**src/rtl/pre_load_ctrl_pkg.sv**
```systemverilog
// Shared definitions for the weight pre-load controller: tile geometry,
// port widths and the controller state encoding.
package pre_load_ctrl_pkg;

  localparam int PL_N_WEIGHTS    = 64;  // weights per tile (8 columns x 8 rows)
  localparam int PL_COL_SIZE     = 8;   // weights per column
  localparam int PL_COMP_PER_COL = 3;   // compensation entries allowed per column
  localparam int PL_ADDR_W       = 6;   // weight memory address width
  localparam int PL_CNT_W        = 5;   // comp_cnt width (0..24)

  typedef enum logic [1:0] {
    ST_IDLE  = 2'd0,
    ST_LOAD  = 2'd1,
    ST_DRAIN = 2'd2,
    ST_DONE  = 2'd3
  } state_e;

endpackage

```
**src/rtl/pre_load_ctrl_comp_detect.sv**
```systemverilog
// Compensation classifier: a weight needs a compensation entry when it does
// not fit in 5-bit signed range (-16..15), i.e. its top nibble is not a pure
// sign extension (all zeros or all ones).
module pl_comp_detect (
  input  logic [3:0] w_nib,
  output logic       is_comp
);

  // Purely combinational decode of the upper nibble.
  always_comb begin
    is_comp = (w_nib != 4'h0) && (w_nib != 4'hF);
  end

endmodule

```
**src/rtl/pre_load_ctrl.sv**
```systemverilog
// Weight pre-load controller: accepts one tile of weights from a valid/ready
// source, forwards each weight with its address to the pre-load unit one
// cycle later, and tracks how many weights need compensation entries.
module pre_load_ctrl
  import pre_load_ctrl_pkg::*;
#(
  parameter int N_WEIGHTS    = PL_N_WEIGHTS,
  parameter int COL_SIZE     = PL_COL_SIZE,
  parameter int COMP_PER_COL = PL_COMP_PER_COL
) (
  input  logic                 clk,
  input  logic                 rst_n,
  input  logic                 start,
  input  logic                 abort,
  input  logic                 w_valid,
  input  logic [7:0]           w_data,
  output logic                 w_ready,
  output logic [7:0]           pl_weight,
  output logic [PL_ADDR_W-1:0] pl_addr,
  output logic                 pl_we,
  output logic                 pl_done,
  output logic                 busy,
  output logic [PL_CNT_W-1:0]  comp_cnt,
  output logic                 comp_ovf
);

  localparam int COMP_MAX = COMP_PER_COL * (N_WEIGHTS / COL_SIZE);
  localparam int COLCNT_W = $clog2(COL_SIZE + 1);

  localparam logic [PL_ADDR_W-1:0] LAST_BEAT = PL_ADDR_W'(N_WEIGHTS - 1);
  localparam logic [PL_ADDR_W-1:0] COL_LEN   = PL_ADDR_W'(COL_SIZE);
  localparam logic [PL_CNT_W-1:0]  CNT_SAT   = PL_CNT_W'(COMP_MAX);
  localparam logic [COLCNT_W-1:0]  COL_LIMIT = COLCNT_W'(COMP_PER_COL);

  state_e               state_q, state_d;
  logic [PL_ADDR_W-1:0] beat_q, beat_d;
  logic [COLCNT_W-1:0]  col_comp_q, col_comp_d;
  logic [PL_CNT_W-1:0]  comp_cnt_q, comp_cnt_d;
  logic                 comp_ovf_q, comp_ovf_d;
  logic                 pl_we_q, pl_we_d;
  logic [7:0]           pl_weight_q, pl_weight_d;
  logic [PL_ADDR_W-1:0] pl_addr_q, pl_addr_d;

  logic                 accept;
  logic                 load_entry;
  logic                 is_comp;
  logic                 col_first;
  logic [COLCNT_W-1:0]  col_prev;

  pl_comp_detect u_comp_detect (
    .w_nib   (w_data[7:4]),
    .is_comp (is_comp)
  );

  assign w_ready   = (state_q == ST_LOAD) && !abort;
  assign accept    = w_valid && w_ready;
  assign col_first = ((beat_q % COL_LEN) == '0);
  // Compensation count already seen in the current column, before this beat.
  assign col_prev  = col_first ? '0 : col_comp_q;

  // Next-state logic: sequencing of a tile load and its cancellation.
  always_comb begin
    // NOTE: every signal gets a default first so no path leaves it unassigned (no latch).
    state_d    = state_q;
    load_entry = 1'b0;
    unique case (state_q)
      ST_IDLE: begin
        if (start) begin
          state_d    = ST_LOAD;
          load_entry = 1'b1;
        end
      end
      ST_LOAD: begin
        if (abort) begin
          state_d = ST_IDLE;
        end else if (accept && (beat_q == LAST_BEAT)) begin
          state_d = ST_DRAIN;
        end
      end
      ST_DRAIN: state_d = ST_DONE;
      ST_DONE: begin
        if (start) begin
          state_d    = ST_LOAD;
          load_entry = 1'b1;
        end
      end
      default: state_d = ST_IDLE;
    endcase
  end

  // Datapath: write forwarding, beat counting and compensation bookkeeping.
  always_comb begin
    beat_d      = beat_q;
    col_comp_d  = col_comp_q;
    comp_cnt_d  = comp_cnt_q;
    comp_ovf_d  = comp_ovf_q;
    pl_we_d     = accept;
    pl_weight_d = pl_weight_q;
    pl_addr_d   = pl_addr_q;

    if (accept) begin
      pl_weight_d = w_data;
      pl_addr_d   = beat_q;
      beat_d      = beat_q + 1'b1;
      col_comp_d  = col_prev;
      if (is_comp) begin
        col_comp_d = col_prev + 1'b1;
        if (comp_cnt_q != CNT_SAT) begin
          comp_cnt_d = comp_cnt_q + 1'b1;
        end
        if (col_prev == COL_LIMIT) begin
          comp_ovf_d = 1'b1;
        end
      end
    end

    // A new tile starts with clean counters; accept cannot coincide with this.
    if (load_entry) begin
      beat_d     = '0;
      col_comp_d = '0;
      comp_cnt_d = '0;
      comp_ovf_d = 1'b0;
    end
  end

  // State and datapath registers with asynchronous clear.
  always_ff @(posedge clk or negedge rst_n) begin
    if (!rst_n) begin
      state_q     <= ST_IDLE;
      beat_q      <= '0;
      col_comp_q  <= '0;
      comp_cnt_q  <= '0;
      comp_ovf_q  <= 1'b0;
      pl_we_q     <= 1'b0;
      pl_weight_q <= '0;
      pl_addr_q   <= '0;
    end else begin
      // NOTE: non-blocking assignments so every register samples pre-edge values.
      state_q     <= state_d;
      beat_q      <= beat_d;
      col_comp_q  <= col_comp_d;
      comp_cnt_q  <= comp_cnt_d;
      comp_ovf_q  <= comp_ovf_d;
      pl_we_q     <= pl_we_d;
      pl_weight_q <= pl_weight_d;
      pl_addr_q   <= pl_addr_d;
    end
  end

  assign pl_we     = pl_we_q;
  assign pl_weight = pl_weight_q;
  assign pl_addr   = pl_addr_q;
  assign comp_cnt  = comp_cnt_q;
  assign comp_ovf  = comp_ovf_q;
  assign pl_done   = (state_q == ST_DONE);
  assign busy      = (state_q == ST_LOAD) || (state_q == ST_DRAIN);

endmodule

```
**config.mk**
```make
export PLATFORM = sky130hd
export DESIGN_NAME = pre_load_ctrl
export DESIGN_NICKNAME = d
export VERILOG_FILES = /design/src/rtl/pre_load_ctrl_pkg.sv /design/src/rtl/pre_load_ctrl_comp_detect.sv /design/src/rtl/pre_load_ctrl.sv
export SDC_FILE = /design/constraint.sdc
export NUM_CORES = 1
export LEC_CHECK = 0
export ABC_AREA = 0
export CAP_MARGIN = 40
export CORE_ASPECT_RATIO = 0.9
export CORE_MARGIN = 3
export CORE_UTILIZATION = 25
export CTS_CLUSTER_DIAMETER = 80
export CTS_CLUSTER_SIZE = 20
export DETAILED_ROUTE_END_ITERATION = 6
export SKIP_LAST_GASP = 1
export SLEW_MARGIN = 20
export SYNTH_ARGS = -nofsm -noshare
export SYNTH_HDL_FRONTEND = slang
export SYNTH_SLANG_ARGS = --single-unit
export TNS_END_PERCENT = 100
```
**constraint.sdc**
```tcl
create_clock -name clk -period 4.1 [get_ports clk]
set_input_delay 0.615 -clock clk [delete_from_list [all_inputs] [get_ports clk]]
set_output_delay 0.615 -clock clk [all_outputs]
set_load 0.05 [all_outputs]
```
==> summary.md, run 1 <==
| Metric | Value |
|---|---|
| Busiest layer in global routing | `met2` |
| Post-synth EDFFs | `0` |
| First-pass GRT wire length | `6350 um` |
| Cell Area, Synth | `1630 um2` |
| Sinks on Clock Net | `33` |
| Total CTS buffers | `5` |
| Setup repair bufs after CTS | `0` |
| Worst EP arrival | `2.05 ns` |
| Rows | `27` |
| Hold slack final | `0.478 ns` |
| Top delay family on crit path | `buffers and inverters` |
| Global route overflow | `0` |
| Port bufs | `36` |
| DP Cell Count | `298` |
| Wirelength per Cell | `11.7 um` |
| TritonCTS clock tree | `built` |
| Overall Power | `1.53 mW` |
| Final Core Density | `35.8%` |
| Post-layout nets | `241` |
| Setup CP Type | `in2out` |
| Detail-routed via count per cell | `4.39` |
| Seq/Total Area, Yosys | `50.7%` |
| Post-Route Setup TNS | `0 ns` |
| Starting Density | `26.2%` |
| Peak fanout along the critical path | `4` |
| DP Area | `2080 um2` |
| Startpoint types | `input port` |
| CP max stage delay | `0.82 ns` |
| Clock power frac | `23.7%` |
| Sw Share | `42.5%` |
| Async S/R FF share, synth | `100%` |
| Post-synth cell types | `34` |
| DRC violations left | `0` |
| Max Cap Viol | `0` |
| Internal power | `0.882 mW` |
| Post-DP HPWL | `2530 um` |
| Buffers and inverters on the worst path | `2` |
| 1st-pass router iterations | `4` |
| Grt met3 use | `3.26%` |
| Worst slew pin tran | `0.516 ns` |
| Final GP Congestion | `0.818` |
| Global-route track usage on met1 | `13.9%` |
| Instance count on the critical path | `3` |
| PwrDens | `690 nW/um2` |
| CTS resizes | `0` |
| Yosys warnings | `0` |
| Antenna diode count | `0` |
| Final ANT Viol Nets | `0` |
| Net switching power | `0.652 mW` |
| Setup Skew | `0.00807 ns` |
| Leakage | `1.02 nW` |
| CP max-delay cell | `clkdlybuf4s50_1` |
| Vias in the first global route | `1366` |
| CTS max path bufs | `2` |
| Most used DFF post-synth | `dfrtp_1` |
| Core Area | `6220 um2` |
| Syn Nets | `201` |
| Crit end category | `output pin` |
| DIE AREA | `7520 um2` |
| Post-Layout Cell Count | `307` |
| Final wirelength | `3610 um` |
| Antenna violations before repair | `0` |
| Post-Syn Area per Cell | `9.10 um2` |
| Die X | `91.1 um` |
| Root Driver | `clkbuf_8` |
| Final worst-path cycle share | `65.0%` |
| Slew HR | `65.5%` |
| Hold Path Origin | `pl_addr[3]` |
| Most common cell after layout, fill and taps aside | `nand2_1` |
| Grt met2 use | `16.0%` |
| Largest vdd supply drop | `0.307 mV` |
| Initial DRC Count | `88` |
| # setup viols final | `0` |
| Commonest non-fill, non-tap cells in the layout | `54 x nand2_1, 36 x clkdlybuf4s50_1, 33 x dfrtp_1, 9 x ha_1` |
| Cell-by-cell trace of the critical path | `clkdlybuf4s50_1 -> nor2b_1 -> clkdlybuf4s50_1` |
| Area grow syn2layout | `36.5%` |
| Fin area | `2220 um2` |
| Final Hold Fails | `0` |
| Comb pwr share | `46.1%` |
| Fmax | `375 MHz` |
| Filler cells | `648` |
| HP Class | `reg2reg` |
| Io pins | `37` |
| FF-to-FF Start | `state_q[1]` |
| Pin count of the biggest net entering global routing | `34` |
| Post-Place Setup Slack | `1.45 ns` |
| CTS clock-pin slew for the worst setup and hold paths | `0.06 ns` |
| Flop pwr share | `30.2%` |
| Mapped Cells | `179` |
| Hold-fix buffers, CTS | `0` |
| H-tree depth | `2` |
| Tot GR Track Use | `10.6%` |
| RSZ-0062 raised after global routing | `no` |
| Die height | `82.6 um` |
| Share of cells above drive strength 1 | `6.36%` |
| Worst Setup SP | `abort` |
| Routed vias | `1349` |
| Worst Setup Slack, final | `1.44 ns` |
| Yosys reg bits | `33` |
| Final Max Tran Viols | `0` |
| Status | `finished, final reports clean` |
| CP Data Required Time | `3.48 ns` |
| Skew-Pair Late Insertion Delay | `0.29 ns` |
| Minimum clock period | `2.66 ns` |
| Reg2reg path depth | `8` |
| Hold Path Stages | `2` |
| Most Frequent Cell on Critical Path | `clkdlybuf4s50_1` |
==> cells in the mapped netlist (all sizes together) (4+ instances only) <==
| library cell | count | area share (%) |
|---|---|---|
| a21oi | 7 | 2.2 |
| and2 | 4 | 1.7 |
| dfrtp | 33 | 51 |
| ha | 9 | 6.9 |
| inv | 8 | 1.8 |
| nand2 | 54 | 12 |
| nand3 | 4 | 1.2 |
| nand4 | 7 | 2.7 |
| nor2 | 8 | 1.8 |
| o21ai | 12 | 3.7 |
==> worst reg2reg max path, cell delays in order, from the launching register on <==
cell      delay [ns]
dfrtp_1         0.40
inv_1           0.10
ha_1            0.19
nand3b_1        0.08
buf_4           0.22
inv_2           0.33
nand4_1         0.24
xnor2_1         0.19
nor2_1          0.05
==> path summary, 6_finish.rpt <==
kind,endpoint,slack [ns]
min in group asynchronous,comp_cnt[2],0.74
setup / recovery,w_ready,1.44
hold / removal,pl_addr[3],0.48
hold reg to reg,pl_addr[3],0.48
setup reg to reg,comp_cnt[0],2.21
max in group asynchronous,beat_q[2],3.06
==> power by group through the flow <==
stage | combinational [mW] | clock, mW | sequential, mW
finish | 0.708 | 0.363 | 0.463
global route | 0.769 | 0.384 | 0.476
CTS | 0.707 | 0.370 | 0.465
detailed placement | 0.707 | 0 | 0.468
global placement | 0.700 | 0 | 0.470
floorplan | 0.296 | 0 | 0.650
==> registers in the layout (all words and copies together) (netlist names) <==
signal      count
state_q         2
comp_cnt        5
comp_ovf        1
pl_weight       8
beat_q          6
pl_addr         6
pl_we           1
col_comp_q      4
==> kinds of logic after synthesis <==
kind of cell,count (synthesis),share of synthesized area (%)
fa+ha+maj,9,6.91
buf+inv,14,3.76
mux,3,1.84
compound gates,24,8.14
simple gates,91,26.0
flops,33,50.7
xor+xnor,5,2.69
==> metal layers <==
metal  part of all wire [%]  vias to the layer above
met4                    1.5                        0
met5                      0                        -
met2                     42                       29
met1                     52                      632
met3                    4.4                        7
li1                       -                      681
==> final cells by class <==
cell class | count | area [um2] | share of cell area, %
Clock buffer | 5 | 68.8 | 3.10
Multi-Input combinational cell | 132 | 742 | 33.4
Clock inverter | 3 | 65.1 | 2.93
Tap cell | 87 | 109 | 4.90
Timing Repair Buffer | 39 | 383 | 17.2
Inverter | 8 | 30.0 | 1.35
Sequential cell | 33 | 826 | 37.1
Note: power is estimated with default switching activity, not from simulation.
==> run 2, diff against run 1 <==
==> constraint.sdc (replaced) <==
create_clock -name clk -period 2.5 [get_ports clk]
set_input_delay 0.375 -clock clk [delete_from_list [all_inputs] [get_ports clk]]
set_output_delay 0.375 -clock clk [all_outputs]
set_load 0.05 [all_outputs]
==> summary.md, run 2 (synthesis gave the netlist of run 1 again) <==
| Metric | Value |
|---|---|
| Status | `finished, final reports clean` |
| Final wirelength | `3620 um (+0.33%)` |
| CTS max path bufs | `2 (unchanged)` |
| Hold slack final | `0.474 ns (-0.00424 ns)` |
| TritonCTS clock tree | `built` |
| Wirelength per Cell | `11.7 um (about the same)` |
| Commonest non-fill, non-tap cells in the layout | `54 x nand2_1, 35 x clkdlybuf4s50_1, 33 x dfrtp_1, 9 x ha_1` |
| Pin count of the biggest net entering global routing | `34 (unchanged)` |
| Crit path to | `busy` |
| Most common cell after layout, fill and taps aside | `nand2_1` |
| Die height | `82.6 um (unchanged)` |
| Crit end category | `output pin` |
| Total CTS buffers | `5 (unchanged)` |
| Max FFs per register | `8 (unchanged)` |
| RSZ-0062 raised after global routing | `no` |
| HP Class | `reg2reg` |
| Startpoint types | `register` |
| Root Driver | `clkbuf_8` |
| CP max stage delay | `0.79 ns (-0.03 ns)` |
| Skew-Pair Late Insertion Delay | `0.28 ns (about the same)` |
| Sinks on Clock Net | `33 (unchanged)` |
| Reg2reg path depth | `7 (-1)` |
| Post-Route Setup TNS | `0 ns (unchanged)` |
| Rows | `27 (unchanged)` |
| Io pins | `37 (unchanged)` |
| Leakage | `1.00 nW (-1.7%)` |
| Setup Skew | `0.00568 ns (-0.00239 ns)` |
| H-tree depth | `2 (unchanged)` |
| Cell-by-cell trace of the critical path | `inv_1 -> ha_1 -> inv_1 -> clkdlybuf4s50_1` |
| Fmax | `433 MHz` |
| # setup viols final | `0 (unchanged)` |
| R2r setup slk | `0.76 ns (-1.45 ns)` |
| DIE AREA | `7520 um2 (unchanged)` |
| Area grow syn2layout | `33.9%` |
| Setup repair bufs after CTS | `0 (unchanged)` |
| Peak fanout along the critical path | `4 (unchanged)` |
| Share of cells above drive strength 1 | `7.24% (+0.88 points)` |
| Die X | `91.1 um (unchanged)` |
| Hold Path Origin | `pl_addr[3]` |
| 1st-pass router iterations | `4 (unchanged)` |
| Antenna violations before repair | `0 (unchanged)` |
| Final Core Density | `35.1% (-0.68 points)` |
| Hold-fix buffers, CTS | `0 (unchanged)` |
| Worst EP arrival | `1.94 ns (-0.11 ns)` |
| Detail-routed via count per cell | `4.31 (-2.0%)` |
| Worst Setup SP | `state_q[0]` |
| Max Cap Viol | `0 (unchanged)` |
| Tot GR Track Use | `10.6% (-0.013 points)` |
| Vias in the first global route | `1370 (+0.29%)` |
| Post-DP HPWL | `2550 um (+0.72%)` |
| CP max-delay cell | `clkdlybuf4s50_1` |
| Initial DRC Count | `68 (-23%)` |
| Final worst-path cycle share | `92.4%` |
| Worst slew pin tran | `0.698 ns (+0.182 ns)` |
| PwrDens | `1060 nW/um2 (+54%)` |
| Final Hold Fails | `0 (unchanged)` |
| Minimum clock period | `2.31 ns` |
| Slew HR | `53.5% (-12 points)` |
| Starting Density | `26.2% (unchanged)` |
| FF-to-FF Start | `state_q[1]` |
| Core Area | `6220 um2 (unchanged)` |
| Routed vias | `1326 (-1.7%)` |
| CTS clock-pin slew for the worst setup and hold paths | `0.07 ns (about the same)` |
| First-pass GRT wire length | `6330 um (-0.22%)` |
| Largest vdd supply drop | `0.513 mV (+67%)` |
| RR Endpoint | `comp_cnt[0]` |
| CTS resizes | `0 (unchanged)` |
| Final GP Congestion | `0.770 (-5.9%)` |
| CP Data Required Time | `2.12 ns (-1.36 ns)` |
| Global route overflow | `0 (unchanged)` |
| Overall Power | `2.32 mW (+51%)` |
| Setup CP Type | `reg2out` |
| Post-layout nets | `242 (+0.41%)` |
| Final ANT Viol Nets | `0 (unchanged)` |
| Antenna diode count | `0 (unchanged)` |
| Most Frequent Cell on Critical Path | `inv_1` |
| Final Max Tran Viols | `0 (unchanged)` |
| DRC violations left | `0 (unchanged)` |
| Port bufs | `36 (unchanged)` |
## run 2: cell types whose count changed in the layout (fill, tap and decap cells not counted), sizes merged
cell,change
clkinvlp,+1
bufinv,-2
clkinv,+1
buf,+2
clkdlybuf4s50,-1
## run 2: worst min-delay path by stage
| stage | end | slack (ns) | cells past startpoint |
|---|---|---|---|
| finish | pl_addr[3] | 0.47 | 2 |
| global route | pl_weight[2] | 0.51 | 2 |
| CTS | pl_addr[3] | 0.48 | 2 |
| detailed placement | pl_weight[0] | 0.46 | 2 |
| global placement | pl_weight[6] | 0.46 | 2 |
| floorplan | beat_q[0] | 0.08 | 0 |
## run 2: final cells by class
| cell class | instances | area, um2 |
|---|---|---|
| clock buffers | 5 | 68.8 |
| clock inverters | 3 | 17.5 |
| fillers | 663 | 4040 |
| inverters | 8 | 30.0 |
| multi-input cells | 132 | 742 |
| flip-flops and latches | 33 | 826 |
| well taps | 87 | 109 |
| repair buffers | 40 | 388 |
## run 2: worst max-delay path: cells and delay by family (launching register included)
kind	cells	cell delay [ns]
buf+inv	3	0.93
flops	1	0.40
fa+ha+maj	1	0.32
## run 2: stage by stage
| step | cells | worst slack (ns) | cell area (um2) |
|---|---|---|---|
| floorplan | 179 | 0.478 | 1630 |
| global placement | 300 | 0.484 | 2090 |
| detailed placement | 300 | 0.468 | 2090 |
| CTS | 308 | 0.168 | 2180 |
| global route | 308 | 0.102 | 2180 |
| finish | 308 | 0.190 | 2180 |
## run 2: per-layer routing
metal  track usage (%)  up-vias  share of wire (%)
met3              3.26        4                4.4
met5                 0        -                  0
li1                  -      685                  -
met4              3.61        0                1.4
met2              17.9       30                 44
met1              13.0      607                 51
## run 2: where the power goes
group | internal [mW] | total, mW | switching (mW)
registers | 0.664 | 0.760 | 0.0956
logic | 0.394 | 1.17 | 0.775
clock network | 0.192 | 0.389 | 0.197
total | 1.25 | 2.32 | 1.07
==> run 3, diff against run 2 <==
--- a/config.mk
+++ b/config.mk
@@ -10,6 +10,7 @@
 export CORE_ASPECT_RATIO = 0.9
 export CORE_MARGIN = 3
 export CORE_UTILIZATION = 25
+export CTS_BUF_LIST = sky130_fd_sc_hd__clkbuf_16
 export CTS_CLUSTER_DIAMETER = 80
 export CTS_CLUSTER_SIZE = 20
 export DETAILED_ROUTE_END_ITERATION = 6
==> summary.md, run 3 (synthesis gave the netlist of run 1 again) <==
| Metric | Value |
|---|---|
| Sw Share | `43.4% (-2.7 points)` |
| Slew HR | `53.5% (+0.088 points)` |
| Pin count of the biggest net entering global routing | `34 (unchanged)` |
| Root Driver | `clkbuf_16` |
| Tot GR Track Use | `10.8% (+0.24 points)` |
| Worst Setup Slack, final | `0.200 ns (+0.00997 ns)` |
| Routed vias | `1331 (+0.38%)` |
| Post-Route Setup TNS | `0 ns (unchanged)` |
| CTS resizes | `0 (unchanged)` |
| Wirelength per Cell | `11.9 um (+1.3%)` |
| CP max-delay cell | `clkdlybuf4s50_1` |
| PwrDens | `1120 nW/um2 (+5.8%)` |
| Net switching power | `1.09 mW (+2.2%)` |
| TritonCTS clock tree | `built` |
| Crit end category | `output pin` |
| CP max stage delay | `0.79 ns (about the same)` |
| Fin area | `2240 um2 (+2.6%)` |
| HP Class | `reg2reg` |
| # setup viols final | `0 (unchanged)` |
| Most common cell after layout, fill and taps aside | `nand2_1` |
| Cell-by-cell trace of the critical path | `inv_1 -> ha_1 -> inv_1 -> clkdlybuf4s50_1` |
| Sinks on Clock Net | `33 (unchanged)` |
| Commonest non-fill, non-tap cells in the layout | `54 x nand2_1, 35 x clkdlybuf4s50_1, 33 x dfrtp_1, 9 x ha_1` |
| Final ANT Viol Nets | `0 (unchanged)` |
| Worst slew pin tran | `0.696 ns (-0.00132 ns)` |
| Largest vdd supply drop | `0.499 mV (-2.8%)` |
| Minimum clock period | `2.30 ns (-0.00997 ns)` |
| CTS clock-pin slew for the worst setup and hold paths | `0.05 ns (-0.02 ns)` |
| DRC violations left | `0 (unchanged)` |
| Comb pwr share | `46.5% (-3.9 points)` |
| Io pins | `37 (unchanged)` |
| Setup CP Type | `reg2out` |
| Hold-fix buffers, CTS | `0 (unchanged)` |
| Starting Density | `26.2% (unchanged)` |
| Final Max Tran Viols | `0 (unchanged)` |
| Post-DP HPWL | `2550 um (unchanged)` |
| Leakage | `1.03 nW (+2.6%)` |
| CTS max path bufs | `2 (unchanged)` |
| Setup repair bufs after CTS | `0 (unchanged)` |
| Worst EP arrival | `1.93 ns (about the same)` |
| Total CTS buffers | `5 (unchanged)` |
| 1st-pass router iterations | `4 (unchanged)` |
| Antenna diode count | `0 (unchanged)` |
| Internal power | `1.42 mW (+14%)` |
| Most Frequent Cell on Critical Path | `inv_1` |
| Final worst-path cycle share | `92.0% (-0.40 points)` |
| Port bufs | `36 (unchanged)` |
| DP Area | `2090 um2 (unchanged)` |
| Max Cap Viol | `0 (unchanged)` |
| Vias in the first global route | `1384 (+1.0%)` |
| Filler cells | `658 (-0.75%)` |
| Rows | `27 (unchanged)` |
| Antenna violations before repair | `0 (unchanged)` |
| H-tree depth | `2 (unchanged)` |
| Core Area | `6220 um2 (unchanged)` |
| Setup Skew | `0.00701 ns (+0.00133 ns)` |
| Detail-routed via count per cell | `4.32 (+0.38%)` |
| DIE AREA | `7520 um2 (unchanged)` |
| Status | `finished, final reports clean` |
| First-pass GRT wire length | `6380 um (+0.76%)` |
| Area grow syn2layout | `37.3%` |
| Flop pwr share | `30.3% (-2.5 points)` |
| Die X | `91.1 um (unchanged)` |
| Post-Place Setup Slack | `0.468 ns (unchanged)` |
| Die height | `82.6 um (unchanged)` |
| Global route overflow | `0 (unchanged)` |
| Final wirelength | `3670 um (+1.3%)` |
| Final GP Congestion | `0.770 (unchanged)` |
| Peak fanout along the critical path | `4 (unchanged)` |
| Max FFs per register | `8 (unchanged)` |
| Initial DRC Count | `55 (-19%)` |
| Fmax | `435 MHz (+0.43%)` |
| Share of cells above drive strength 1 | `7.24% (unchanged)` |
| Clock power frac | `23.2% (+6.4 points)` |
| CP Data Required Time | `2.12 ns (about the same)` |
| Skew-Pair Late Insertion Delay | `0.28 ns (about the same)` |
| Final Hold Fails | `0 (unchanged)` |
| RSZ-0062 raised after global routing | `no` |
| Post-layout nets | `242 (unchanged)` |
| Startpoint types | `register` |
[run 3: worst paths after layout]
path                             from      endpoint  slack [ns]  cells past startpoint
setup / recovery           state_q[0]          busy        0.20                      4
hold / removal             pl_addr[3]    pl_addr[3]        0.47                      2
setup reg to reg           state_q[1]   comp_cnt[0]        0.76                      7
hold reg to reg            pl_addr[3]    pl_addr[3]        0.47                      2
max in group asynchronous       rst_n  pl_weight[5]        1.70                      2
min in group asynchronous       rst_n   comp_cnt[1]        0.50                      2
[run 3: cell type report]
cell class / count / area, um2 / area share [%]
repair buffers: 40 / 388 / 17.3
flip-flops and latches: 33 / 826 / 36.9
well taps: 87 / 109 / 4.87
multi-input cells: 132 / 742 / 33.2
clock inverters: 3 / 17.5 / 0.783
clock buffers: 5 / 125 / 5.59
inverters: 8 / 30.0 / 1.34
[run 3: critical path: cells and delay by family (launching register included)]
family	cells	cell delay, ns
DFF	1	0.40
adders and majority gates	1	0.32
buffers and inverters	3	0.93
[run 3: power by group through the flow]
| stage | Clock, mW | Combinational, mW | Sequential (mW) |
|---|---|---|---|
| 2_1_floorplan | 0 | 0.485 | 1.07 |
| 4_1_cts | 0.600 | 1.19 | 0.764 |
| 6_report | 0.585 | 1.17 | 0.761 |
| 5_1_grt | 0.625 | 1.27 | 0.779 |
| 3_3_place_gp | 0 | 1.18 | 0.764 |
| 3_5_place_dp | 0 | 1.19 | 0.765 |
[run 3: through the flow]
| step | util [%] | std cells | total power, mW | hold slack, ns |
|---|---|---|---|---|
| final | 36.0 | 308 | 2.51 | 0.470 |
| after global routing | 36.0 | 308 | 2.68 | 0.500 |
| after CTS | 36.0 | 308 | 2.55 | 0.479 |
| after detailed placement | 33.7 | 300 | 1.95 | 0.462 |
| after global placement | 33.7 | 300 | 1.94 | 0.460 |
| after floorplan | - | 179 | 1.55 | 0.0794 |
[run 3: metal layers]
layer | vias to the layer above | GRT usage (%) | part of all wire (%)
met5 | - | 0 | 0
met1 | 610 | 13.0 | 51
met4 | 0 | 5.42 | 1.3
met3 | 4 | 3.26 | 4.6
li1 | 685 | - | -
met2 | 32 | 17.9 | 43
